===== src/rtl/ops_pkg.sv =====
// Shared opcode, flag-index, FIFO-depth and FSM-state constants for the ops block family,
// plus the single-cycle operator evaluator.
package ops_pkg;

  localparam logic [3:0] OP_ADD = 4'h0;
  localparam logic [3:0] OP_SUB = 4'h1;
  localparam logic [3:0] OP_INC = 4'h2;
  localparam logic [3:0] OP_DEC = 4'h3;
  localparam logic [3:0] OP_AND = 4'h4;
  localparam logic [3:0] OP_OR  = 4'h5;
  localparam logic [3:0] OP_XOR = 4'h6;
  localparam logic [3:0] OP_NOT = 4'h7;
  localparam logic [3:0] OP_SHL = 4'h8;
  localparam logic [3:0] OP_SHR = 4'h9;
  localparam logic [3:0] OP_MUL = 4'hA;

  localparam int unsigned FLAG_ZERO  = 0;
  localparam int unsigned FLAG_CARRY = 1;
  localparam int unsigned FLAG_ERR   = 2;

  localparam int unsigned FIFO_DEPTH = 2;
  localparam int unsigned RSP_W      = 11;

  localparam logic ST_IDLE = 1'b0;
  localparam logic ST_MUL  = 1'b1;

  // Returns {flags[2:0], result[7:0]}; MUL is handled by the sequential datapath, not here.
  function automatic logic [10:0] ops_eval(input logic [3:0] code,
                                           input logic [7:0] a,
                                           input logic [7:0] b);
    logic [8:0] w;
    logic [7:0] res;
    logic [2:0] flags;
    w     = '0;
    res   = '0;
    flags = '0;
    case (code)
      OP_ADD: begin w = {1'b0, a} + {1'b0, b}; res = w[7:0]; flags[FLAG_CARRY] = w[8]; end
      OP_SUB: begin w = {1'b0, a} - {1'b0, b}; res = w[7:0]; flags[FLAG_CARRY] = w[8]; end
      OP_INC: begin w = {1'b0, a} + 9'd1;      res = w[7:0]; flags[FLAG_CARRY] = w[8]; end
      OP_DEC: begin w = {1'b0, a} - 9'd1;      res = w[7:0]; flags[FLAG_CARRY] = w[8]; end
      OP_AND: res = a & b;
      OP_OR:  res = a | b;
      OP_XOR: res = a ^ b;
      OP_NOT: res = ~a;
      OP_SHL: begin res = {a[6:0], 1'b0}; flags[FLAG_CARRY] = a[7]; end
      OP_SHR: begin res = {1'b0, a[7:1]}; flags[FLAG_CARRY] = a[0]; end
      default: flags[FLAG_ERR] = 1'b1;
    endcase
    flags[FLAG_ZERO] = (res == 8'h00);
    return {flags, res};
  endfunction

endpackage


===== src/rtl/ops_rsp_fifo.sv =====
// In-order response buffer; head data reads as zero while empty.
module ops_rsp_fifo #(
  parameter int unsigned WIDTH = 11,
  parameter int unsigned DEPTH = 2
) (
  input  logic                         clk,
  input  logic                         rst_n,
  input  logic                         push,
  input  logic                         pop,
  input  logic [WIDTH-1:0]             din,
  output logic [WIDTH-1:0]             dout,
  output logic [$clog2(DEPTH+1)-1:0]   count
);

  localparam int unsigned AW = (DEPTH > 1) ? $clog2(DEPTH) : 1;
  localparam int unsigned CW = $clog2(DEPTH + 1);

  logic [WIDTH-1:0] mem [DEPTH];
  logic [AW-1:0]    wr_ptr;
  logic [AW-1:0]    rd_ptr;
  logic             do_push;
  logic             do_pop;

  function automatic logic [AW-1:0] ptr_next(input logic [AW-1:0] p);
    return (p == AW'(DEPTH - 1)) ? '0 : p + AW'(1);
  endfunction

  assign do_pop  = pop && (count != '0);
  assign do_push = push && ((count < CW'(DEPTH)) || do_pop);
  assign dout    = (count != '0) ? mem[rd_ptr] : '0;

  always_ff @(posedge clk) begin
    if (!rst_n) begin
      wr_ptr <= '0;
      rd_ptr <= '0;
      count  <= '0;
    end else begin
      if (do_push) wr_ptr <= ptr_next(wr_ptr);
      if (do_pop)  rd_ptr <= ptr_next(rd_ptr);
      case ({do_push, do_pop})
        2'b10:   count <= count + CW'(1);
        2'b01:   count <= count - CW'(1);
        default: count <= count;
      endcase
    end
  end

  always_ff @(posedge clk) begin
    if (do_push) mem[wr_ptr] <= din;
  end

endmodule


===== src/rtl/ops_responder.sv =====
// Command/response ALU responder with a 2-entry in-order response buffer.
// Optional 8-cycle shift-add MUL is enabled by defining OPS_RESPONDER_MUL_EN.
module ops_responder
  import ops_pkg::*;
(
  input  logic        clk,
  input  logic        rst_n,
  input  logic        req_valid,
  output logic        req_ready,
  input  logic [3:0]  req_code,
  input  logic [7:0]  req_a,
  input  logic [7:0]  req_b,
  output logic        rsp_valid,
  input  logic        rsp_ready,
  output logic [7:0]  rsp_result,
  output logic [2:0]  rsp_flags,
  output logic [15:0] op_count
);

  localparam int unsigned CW = $clog2(FIFO_DEPTH + 1);

  logic [CW-1:0]    fcount;
  logic [RSP_W-1:0] push_data;
  logic [RSP_W-1:0] head;
  logic             push;
  logic             req_hs;
  logic             rsp_hs;

  assign req_hs = req_valid && req_ready;
  assign rsp_hs = rsp_valid && rsp_ready;

`ifdef OPS_RESPONDER_MUL_EN
  logic        state;
  logic [15:0] mcand;
  logic [15:0] acc;
  logic [15:0] acc_nx;
  logic [7:0]  mplier;
  logic [2:0]  iter;
  logic        mul_start;
  logic        mul_done;

  assign req_ready = (state == ST_IDLE) && (fcount < CW'(FIFO_DEPTH));
  assign mul_start = req_hs && (req_code == OP_MUL);
  assign mul_done  = (state == ST_MUL) && (iter == 3'd7);
  assign acc_nx    = acc + (mplier[0] ? mcand : '0);
  assign push      = (req_hs && !mul_start) || mul_done;
  // The 8th partial sum is pushed straight from acc_nx so the result lands on edge N+8.
  assign push_data = mul_done ? {1'b0, |acc_nx[15:8], (acc_nx[7:0] == 8'h00), acc_nx[7:0]}
                              : ops_eval(req_code, req_a, req_b);

  always_ff @(posedge clk) begin
    if (!rst_n) begin
      state  <= ST_IDLE;
      mcand  <= '0;
      acc    <= '0;
      mplier <= '0;
      iter   <= '0;
    end else if (state == ST_IDLE) begin
      if (mul_start) begin
        state  <= ST_MUL;
        mcand  <= {8'h00, req_a};
        mplier <= req_b;
        acc    <= '0;
        iter   <= '0;
      end
    end else begin
      acc    <= acc_nx;
      mcand  <= {mcand[14:0], 1'b0};
      mplier <= {1'b0, mplier[7:1]};
      iter   <= iter + 3'd1;
      if (mul_done) state <= ST_IDLE;
    end
  end
`else
  assign req_ready = (fcount < CW'(FIFO_DEPTH));
  assign push      = req_hs;
  assign push_data = ops_eval(req_code, req_a, req_b);
`endif

  ops_rsp_fifo #(.WIDTH(RSP_W), .DEPTH(FIFO_DEPTH)) u_fifo (
    .clk   (clk),
    .rst_n (rst_n),
    .push  (push),
    .pop   (rsp_hs),
    .din   (push_data),
    .dout  (head),
    .count (fcount)
  );

  assign rsp_valid  = (fcount != '0);
  assign rsp_result = head[7:0];
  assign rsp_flags  = head[10:8];

  always_ff @(posedge clk) begin
    if (!rst_n) op_count <= '0;
    else if (rsp_hs) op_count <= op_count + 16'd1;
  end

endmodule


===== config.mk =====
export PLATFORM = sky130hd
export DESIGN_NAME = ops_responder
export DESIGN_NICKNAME = d
export VERILOG_FILES = /design/src/rtl/ops_pkg.sv /design/src/rtl/ops_rsp_fifo.sv /design/src/rtl/ops_responder.sv
export SDC_FILE = /design/constraint.sdc
export NUM_CORES = 1
export LEC_CHECK = 0
export ABC_AREA = 0
export CAP_MARGIN = 0
export CORE_ASPECT_RATIO = 0.6
export CORE_MARGIN = 2
export CORE_UTILIZATION = 30
export CTS_CLUSTER_DIAMETER = 30
export DETAILED_ROUTE_END_ITERATION = 16
export GPL_ROUTABILITY_DRIVEN = 0
export HOLD_SLACK_MARGIN = 0.06
export PLACE_DENSITY = 0.55
export SYNTH_ARGS = -nofsm -noshare
export SYNTH_HDL_FRONTEND = slang
export SYNTH_SLANG_ARGS = --single-unit

===== constraint.sdc =====
create_clock -name clk -period 8 [get_ports clk]
set_input_delay 1.6 -clock clk [delete_from_list [all_inputs] [get_ports clk]]
set_output_delay 1.6 -clock clk [all_outputs]
set_load 0.005 [all_outputs]

Yosys cells after proc, flatten, opt, wreduce, memory -nomap -nowiden --
Memory sizes are Yosys's and may differ from the RTL's. A register that Yosys moved wholly into a read port is not among the register bits. Index checks and enable logic that the tools add are counted.
Cells by class: $add $sub $neg 9, $lt $le $gt $ge 1, equal/unequal tests 11, muxes and demuxes 11, bitwise logic cells 4, reduce and logical (&&, ||, !) cells 10
Operators by type and width (number):
- $pmux W8 S10 | 1
- $add A16 B1 Y16 const B | 1
- $eq A4 B3 Y1 const B | 4
- $mux W11 | 1
- $reduce_or A10 Y1 | 1
- $add A8 B1 Y9 const B | 1
- $add A8 B8 Y9 | 1
- $sub A8 B1 Y9 const B | 1
- $sub A8 B8 Y9 | 1
- $and A8 B8 Y8 | 1
- $eq A4 B2 Y1 const B | 2
- $eq A4 B4 Y1 const B | 2
- $logic_not A8 Y1 | 1
- $not A8 Y8 | 1
- $or A8 B8 Y8 | 1
- $xor A8 B8 Y8 | 1
- $mux W1 | 7
- $pmux W1 S6 | 1
- $eq A4 B1 Y1 const B | 1
- $logic_and A1 B1 Y1 | 4
- $logic_not A4 Y1 | 1
- $pmux W2 S2 | 1
- $reduce_bool A2 Y1 | 2
- $add A1 B1 Y1 const B | 2
- 6 further kinds | 6
Word-level totals: bits in registers 20, RAM bits 22, input port bits 24, output and inout port bits 29, word-level logic and storage cells 51, memories 1
Memories:
- u_fifo.mem | words 2, bits a word 11, rd ports 1, clocked after memory_dff 1, write ports 1, RTL line ops_rsp_fifo.sv:18 | logic [WIDTH-1:0] mem [DEPTH];

Logic depth before layout (Yosys ltp) --
Gate-level depths: netlist of the first run.
word-level depth 7, depth in mapped cells 11, mapped depth without buffers 10

By module --
A second synthesis of the first run with hierarchy kept.
Unflattened totals: cells, all modules 418, area, all modules 3688.5 µm²
Modules (own cells, without submodules):
- ops_responder | instances 1, cells an instance 345, area an instance 2646.3 µm², seq. area each 320.3 µm²
- ops_rsp_fifo | instances 1, cells an instance 73, area an instance 1042.2 µm², seq. area each 760.7 µm²

Least setup slack after synthesis of the first run --
Ideal clock, no wire load.
path type input-to-reg, start point input port req_a[2], end point memory u_fifo.mem[0][8], data pin, setup time 265 ps, arrival time 3640 ps, required time 7735 ps, slack 4094 ps, stages 11, path buffers 2, cell sequence clkbuf_8 -> inv_1 -> ha_1 -> clkbuf_2 -> or3_1 -> nand3_1 -> a41oi_1 -> and3_1 -> or3b_2 -> o211ai_2 -> nor4_2
Between the ends: word-level cells in the longest chain between the ends 3, elaborated cells on any way between the ends 10, those cells by class add/sub (4); mux (1); bitwise (4); reduce/logical (1)
Ends and longest elaborated chain:
- start: declaration | RTL line ops_responder.sv:11 | input logic [7:0] req_a,
- $sub A8 B1 Y9, or another cell as far along | RTL line ops_pkg.sv:41 | OP_DEC: begin w = {1'b0, a} - 9'd1; res = w[7:0]; flags[FLAG_CARRY] = w[8]; end
- $pmux W8 S10 * | RTL line ops_pkg.sv:37 | case (code)
- named net push_data[5] | RTL line ops_responder.sv:23 | logic [RSP_W-1:0] push_data;
- $logic_not A8 Y1 * | RTL line ops_pkg.sv:50 | flags[FLAG_ZERO] = (res == 8'h00);
- named net push_data[8] | RTL line ops_responder.sv:23
- end: declaration | RTL line ops_rsp_fifo.sv:18
Mark *: on every way through the listed nets, which the timed path passes. The rest lies on a longest branch.

Final worst setup path of the first run --
start point input port req_a[0], end point memory u_fifo.mem[0][8], data pin
Same word-level chain as after synthesis.

==> results of run 1 <==
[cells in the mapped netlist (6+ instances only)]
cell	count	area share
nor2_1	37	0.038
inv_1	30	0.031
ha_1	29	0.098
edfxtp_1	22	0.18
dfxtp_1	21	0.11
a21oi_1	20	0.027
xnor2_1	19	0.045
mux2i_1	18	0.049
nand2_1	18	0.018
and2_1	16	0.027
o21ai_0	14	0.019
nand3_1	13	0.018
nor3_1	10	0.014
and3_1	7	0.012
nand4_1	7	0.012
nor2b_1	7	0.012
a31oi_1	6	0.010
buf_6	6	0.018
or3_1	6	0.010
[worst reg2reg max path, delay by kind of cell, from the launching register on]
kind                      cells  cell delay (ns)
DFF                           1             0.41
and+or+nand+nor               5             1.06
xor gates and xnor gates      1             0.14
AOI/OAI and AO/OA             1             0.36
[state kept, by name (all words and copies together), names as in the netlist, named ones only]
signal         count
op_count          16
u_fifo.count       2
u_fifo.mem        22
u_fifo.rd_ptr      1
u_fifo.wr_ptr      1
[cells by family after synthesis]
kind of cell    Yosys count
simple gates            147
compound gates           98
buf+inv                  53
flops                    43
fa+ha+maj                31
xor+xnor                 22
mux                      18
[power by group]
| group | internal (mW) | leakage (nW) | switching [mW] | total [mW] |
|---|---|---|---|---|
| registers | 0.269 | 0.379 | 0.0259 | 0.295 |
| logic | 0.144 | 1.21 | 0.151 | 0.295 |
| clock network | 0.116 | 0.0652 | 0.0747 | 0.191 |
| total | 0.530 | 1.66 | 0.252 | 0.781 |
[through the flow]
step,std cells,power (mW),setup slack (ns)
after floorplan,412,0.469,4.09
after global placement,609,0.592,3.04
after detailed placement,609,0.594,3.03
after CTS,617,0.787,3.31
after global routing,619,0.829,3.07
final,619,0.781,3.30
[worst min path at each step]
stage,from,to,slack [ns],depth (start not counted)
after floorplan,op_count[7],op_count[7],0.49,2
after global placement,op_count[10],op_count[10],0.50,2
after detailed placement,op_count[10],op_count[10],0.51,2
after CTS,op_count[10],op_count[10],0.52,2
after global routing,op_count[10],op_count[10],0.56,2
final,op_count[10],op_count[10],0.51,2
[area by class of cell]
type,instances,area [sq um],share of cell area
well taps,165,206,0.0469
inverters,30,113,0.0256
flip-flops and latches,43,1080,0.246
multi-input cells,316,2310,0.525
clock buffers,8,136,0.0310
repair buffers,57,553,0.126
[metal layers]
metal  vias to the layer above  GRT usage
met5                         -          0
met4                         0     0.0168
met3                         2     0.0294
met2                       118      0.203
met1                      1536      0.246
li1                       1576          -
==> metrics.md, run 1 <==
| Metric | Value |
|---|---|
| Crit path kind | in2reg |
| Reg2reg setup slack | 5.94 ns |
| PortBufs | 52 |
| Clock latency on the worst-skew pair | 0.28 ns |
| RSZ-0062 raised after global routing | false |
| Final hold vios | 0 |
| I/O pin cnt | 53 |
| Mapped Area | 3690 sq um |
| Routed len/inst | 16.2 um |
| Period utilisation layout | 0.587 |
| Post-synth EDFFs | 22 |
| Worst clock skew | 0.00600 ns |
| Maximum VDD drop | 0.0883 mV |
| Fraction of layout cells with a size suffix above 1 | 0.0771 |
| Fin util | 0.366 |
| # fillers | 1,227 |
| Clk slew on worst S/H paths | 0.06 ns |
| H-tree depth | 2 |
| CP max stage delay | 0.67 ns |
| F_max | 0.213 GHz |
| Instance count on the critical path | 11 |
| Syn avg cell area | 8.95 sq um |
| Max-slew headroom | 0.276 |
| Crit. Startpoint | req_a[0] |
| Critical path buffers and inverters | 2 |
| Initial antenna violation count | 0 |
| CTS tree | done |
| DRT met1 WL | 5340 um |
| Initial core utilization | 0.307 |
| Core area | 12,000 sq um |
| Fin. max-slew vios | 0 |
| Adder-Cell Fraction of Synth Area | 0.109 |
| Hold Path Class | reg2reg |
| Layout area overhead | 19.3% |
| Met3 Routed Length | 726 um |
| WP data arrival | 4.79 ns |
| Static Leak | 1.66 nW |
| First-pass GRT wire length | 16,200 um |
| Post-synth cell types | 76 |
| Vias in the first global route | 3,004 |
| Die area | 13,200 sq um |
| Postcts setup bufs | 0 |
| Largest family of logic cells by synthesized area | simple AND/OR/NAND/NOR gates |
| Post-synth ARST share | 0 |
| Syn Nets | 467 |
| Post-DP HPWL | 7720 um |
| GR Overflow Total | 0 |
| Status | complete, no violations |
| Total of warnings raised by yosys | 0 |
| Final setup viols | 0 |
| Post-Synth Simple-Gate Area | 0.222 |
| N_diodes | 0 |
| Residual DRC count | 0 |
| Hold-fix buffers, CTS | 0 |
| CP Cell Sequence | clkdlybuf4s50_1 -> inv_1 -> ha_1 -> fa_1 -> nor3_1 -> o31ai_1 -> o31ai_1 -> xnor2_1 -> a21o_1 -> or4_1 -> nor4_2 |
| Setup TNS | 0 ns |
| PostCTS Resize Cnt | 0 |
| Pwr dens | 178 nW/um^2 |
| Vias | 3,232 |
| Most common cell after layout, fill and taps aside | clkdlybuf4s50_1 |
| Mapped Cells | 412 |
| Critical path's top delay family | simple AND/OR/NAND/NOR gates |
| Post-synthesis register bit count | 43 |
| Post-synthesis mux area share | 0.0488 |
| Type of element capturing the critical path | flop |
| Synth Flop Type | edfxtp_1 |
| Reg-to-Reg End | op_count[13] |
| Critical-path top delay cell | clkdlybuf4s50_1 |
| Clock buffer depth | 2 |
| Critical path fanouts, max | 8 |
| Critical Path End | u_fifo.mem[0][8] |
| GR Util All Layers | 0.150 |
| Dpl cell area | 4250 sq um |
| Final worst path period need | 4.70 ns |
| Worst reg2reg path depth | 7 |
| 1st-iter DRT viols | 297 |
| CTS Buf Count | 5 |
| Die height | 89.9 um |
| Clk sinks | 43 |
| Uppermost layer routed | met4 |
| Antenna Nets Post-Route | 0 |
| CTS Root Cell | clkbuf_16 |
| CP required | 8.09 ns |
| Hold_ws | 0.513 ns |
| Seq/Total Area, Yosys | 0.293 |
| Max cap viols | 0 |
| Met2 WL | 3960 um |
| Nets | 508 |
| Num rows | 31 |
| Synth Area in Compound Gates | 0.194 |
| Vias per std cell | 5.22 |
| Drt first pass iters | 5 |
| Routed wire length | 10,000 um |
| Worst slew pin tran | 1.08 ns |
| Chip Width | 147 um |
| RR Startpoint | u_fifo.count[0] |
| Startpoint Class | input port |
| Cell area after layout | 4400 sq um |
| Post-Synth XOR/XNOR Area | 0.0522 |
| Cell mode on critical path | o31ai_1 |
| Most frequent cells in the layout | clkdlybuf4s50_1 (52), nor2_1 (37), inv_1 (30) |
| Pin count of the biggest net entering global routing | 42 |
(Power assumes the default switching activity.)
==> run 2, diff against run 1 <==
Settings changed: PLACE_DENSITY 0.55 to 0.57.
Clock period 8 ns to 3.8 ns, I/O delays scaled along.
==> run 2 against run 1 <==
Against the previous run:
- via count up 2.7%
- combinational power up 120%
- sequential power up 110%
- design area up 4.8%
- flip-flop and latch count unchanged
- register-to-register slack worse by 4.2 ns
- global-route usage up 0.45 points
- cell count up 3.1%
- largest power group is now combinational logic
- highest routed layer unchanged
==> metrics.md, run 2 (synthesized netlist as in run 1, its figures left out) <==
| Metric | Value |
|---|---|
| Most common cell after layout, fill and taps aside | clkdlybuf4s50_1 |
| Hold Path Class | reg2reg |
| Clock buffer depth | 2 |
| Initial antenna violation count | 0 |
| Layout area overhead | 25.0% |
| CP max stage delay | 0.56 ns |
| Max cap viols | 0 |
| Fin. max-slew vios | 0 |
| Final hold vios | 0 |
| Setup TNS | 0 ns |
| Final setup viols | 0 |
| Initial core utilization | 0.307 |
| 1st-iter DRT viols | 269 |
| F_max | 0.283 GHz |
| Critical-path top delay cell | clkdlybuf4s50_1 |
| CP Cell Sequence | clkdlybuf4s50_1 -> inv_1 -> ha_1 -> fa_1 -> nor3_1 -> o31ai_1 -> o31ai_1 -> xnor2_1 -> a21o_1 -> or4_1 -> nor4_2 |
| Core area | 12,000 sq um |
| Hold-fix buffers, CTS | 0 |
| Largest regs | u_fifo.mem x22, op_count x16, u_fifo.count x2 |
| Pwr dens | 370 nW/um^2 |
| Critical path buffers and inverters | 2 |
| Critical path fanouts, max | 4 |
| Pin count of the biggest net entering global routing | 42 |
| Vias per std cell | 5.20 |
| Crit path kind | in2reg |
| RSZ-0062 raised after global routing | false |
| Vias | 3,320 |
| Maximum VDD drop | 0.234 mV |
| I/O pin cnt | 53 |
| Die area | 13,200 sq um |
| Clk slew on worst S/H paths | 0.06 ns |
| Drt first pass iters | 6 |
| Num rows | 31 |
| WHS Path Cells | 2 |
| Vias in the first global route | 3,121 |
| RR Startpoint | u_fifo.count[0] |
| N_diodes | 0 |
| Reg2reg setup slack | 1.76 ns |
| Final Total Pwr | 1.71 mW |
| Most frequent cells in the layout | clkdlybuf4s50_1 (52), nor2_1 (37), inv_1 (30) |
| Post-DP HPWL | 8040 um |
| WP data arrival | 3.62 ns |
| Clk sinks | 43 |
| GR Overflow Total | 0 |
| Routed wire length | 10,100 um |
| CTS Buf Count | 5 |
| Hold Path End | op_count[10] |
| Max-slew headroom | 0.377 |
| PortBufs | 52 |
| Worst clock skew | 0.00670 ns |
| Clock latency on the worst-skew pair | 0.28 ns |
| Residual DRC count | 0 |
| PostCTS Resize Cnt | 0 |
| Postcts setup bufs | 0 |
| Nets | 527 |
| Type of element capturing the critical path | flop |
| Die height | 89.9 um |
| GR Util All Layers | 0.154 |
| Worst slew pin tran | 0.922 ns |
| Reg-to-Reg End | op_count[13] |
| Period utilisation layout | 0.929 |
| Fraction of layout cells with a size suffix above 1 | 0.121 |
| Antenna Nets Post-Route | 0 |
| CTS Root Cell | clkbuf_16 |
| Static Leak | 1.78 nW |
| Final worst path period need | 3.53 ns |
| Worst reg2reg path depth | 7 |
| CP required | 3.89 ns |
| Biggest register | u_fifo.mem |
| Hold Crit Start | op_count[10] |
| Status | complete, no violations |
| CTS tree | done |
| Cell mode on critical path | o31ai_1 |
| H-tree depth | 2 |
| Chip Width | 147 um |
| Max FFs per register | 22 |
| Critical path's top delay family | simple AND/OR/NAND/NOR gates |
| Startpoint Class | input port |
| First-pass GRT wire length | 16,600 um |
| Routed len/inst | 15.9 um |
[run 2: cell type report]
type / instances / area (sq um)
inverters: 30 / 113
clock buffers: 8 / 156
well taps: 165 / 206
multi-input cells: 316 / 2320
flip-flops and latches: 43 / 1080
fillers: 1215 / 7410
repair buffers: 76 / 738
[run 2: worst reg2reg max path, delay by kind of cell (launching register included)]
| kind | cells | cell delay (ns) |
|---|---|---|
| AOI/OAI and AO/OA | 1 | 0.35 |
| and+or+nand+nor | 5 | 1.06 |
| xor gates and xnor gates | 1 | 0.13 |
| DFF | 1 | 0.41 |
[run 2: how the worst max path moves through the flow]
stage / start / endpoint / cells after the start
after floorplan: req_a[2] / u_fifo.mem[0][8] / 11
after global placement: req_b[1] / u_fifo.mem[1][8] / 10
after detailed placement: req_a[0] / u_fifo.mem[1][8] / 11
after CTS: req_a[0] / u_fifo.mem[1][8] / 11
after global routing: req_a[0] / u_fifo.mem[0][8] / 11
final: req_a[0] / u_fifo.mem[1][8] / 11
[run 2: layer usage]
metal,global-route usage,wire length (um),vias up
met5,0,0,-
met4,0.0256,65,0
met3,0.0426,651,6
met2,0.217,4120,131
met1,0.236,5300,1562
li1,-,-,1621
[run 2: per-stage QoR]
step	worst slack [ns]	cell area, sq um	std cells	hold WS (ns)	util
after floorplan	0.734	3690	412	0.489	-
after global routing	0.0571	4610	638	0.561	0.383
final	0.270	4610	638	0.514	0.383
after detailed placement	0.0335	4450	630	0.507	0.370
after global placement	0.120	4450	630	0.497	0.370
after CTS	0.308	4610	638	0.516	0.383
[run 2: report_power, final]
part	internal [mW]	switching (mW)	total [mW]	leakage [nW]
Combinational	0.325	0.324	0.649	1.32
Clock	0.279	0.160	0.439	0.0772
Sequential	0.566	0.0528	0.619	0.379
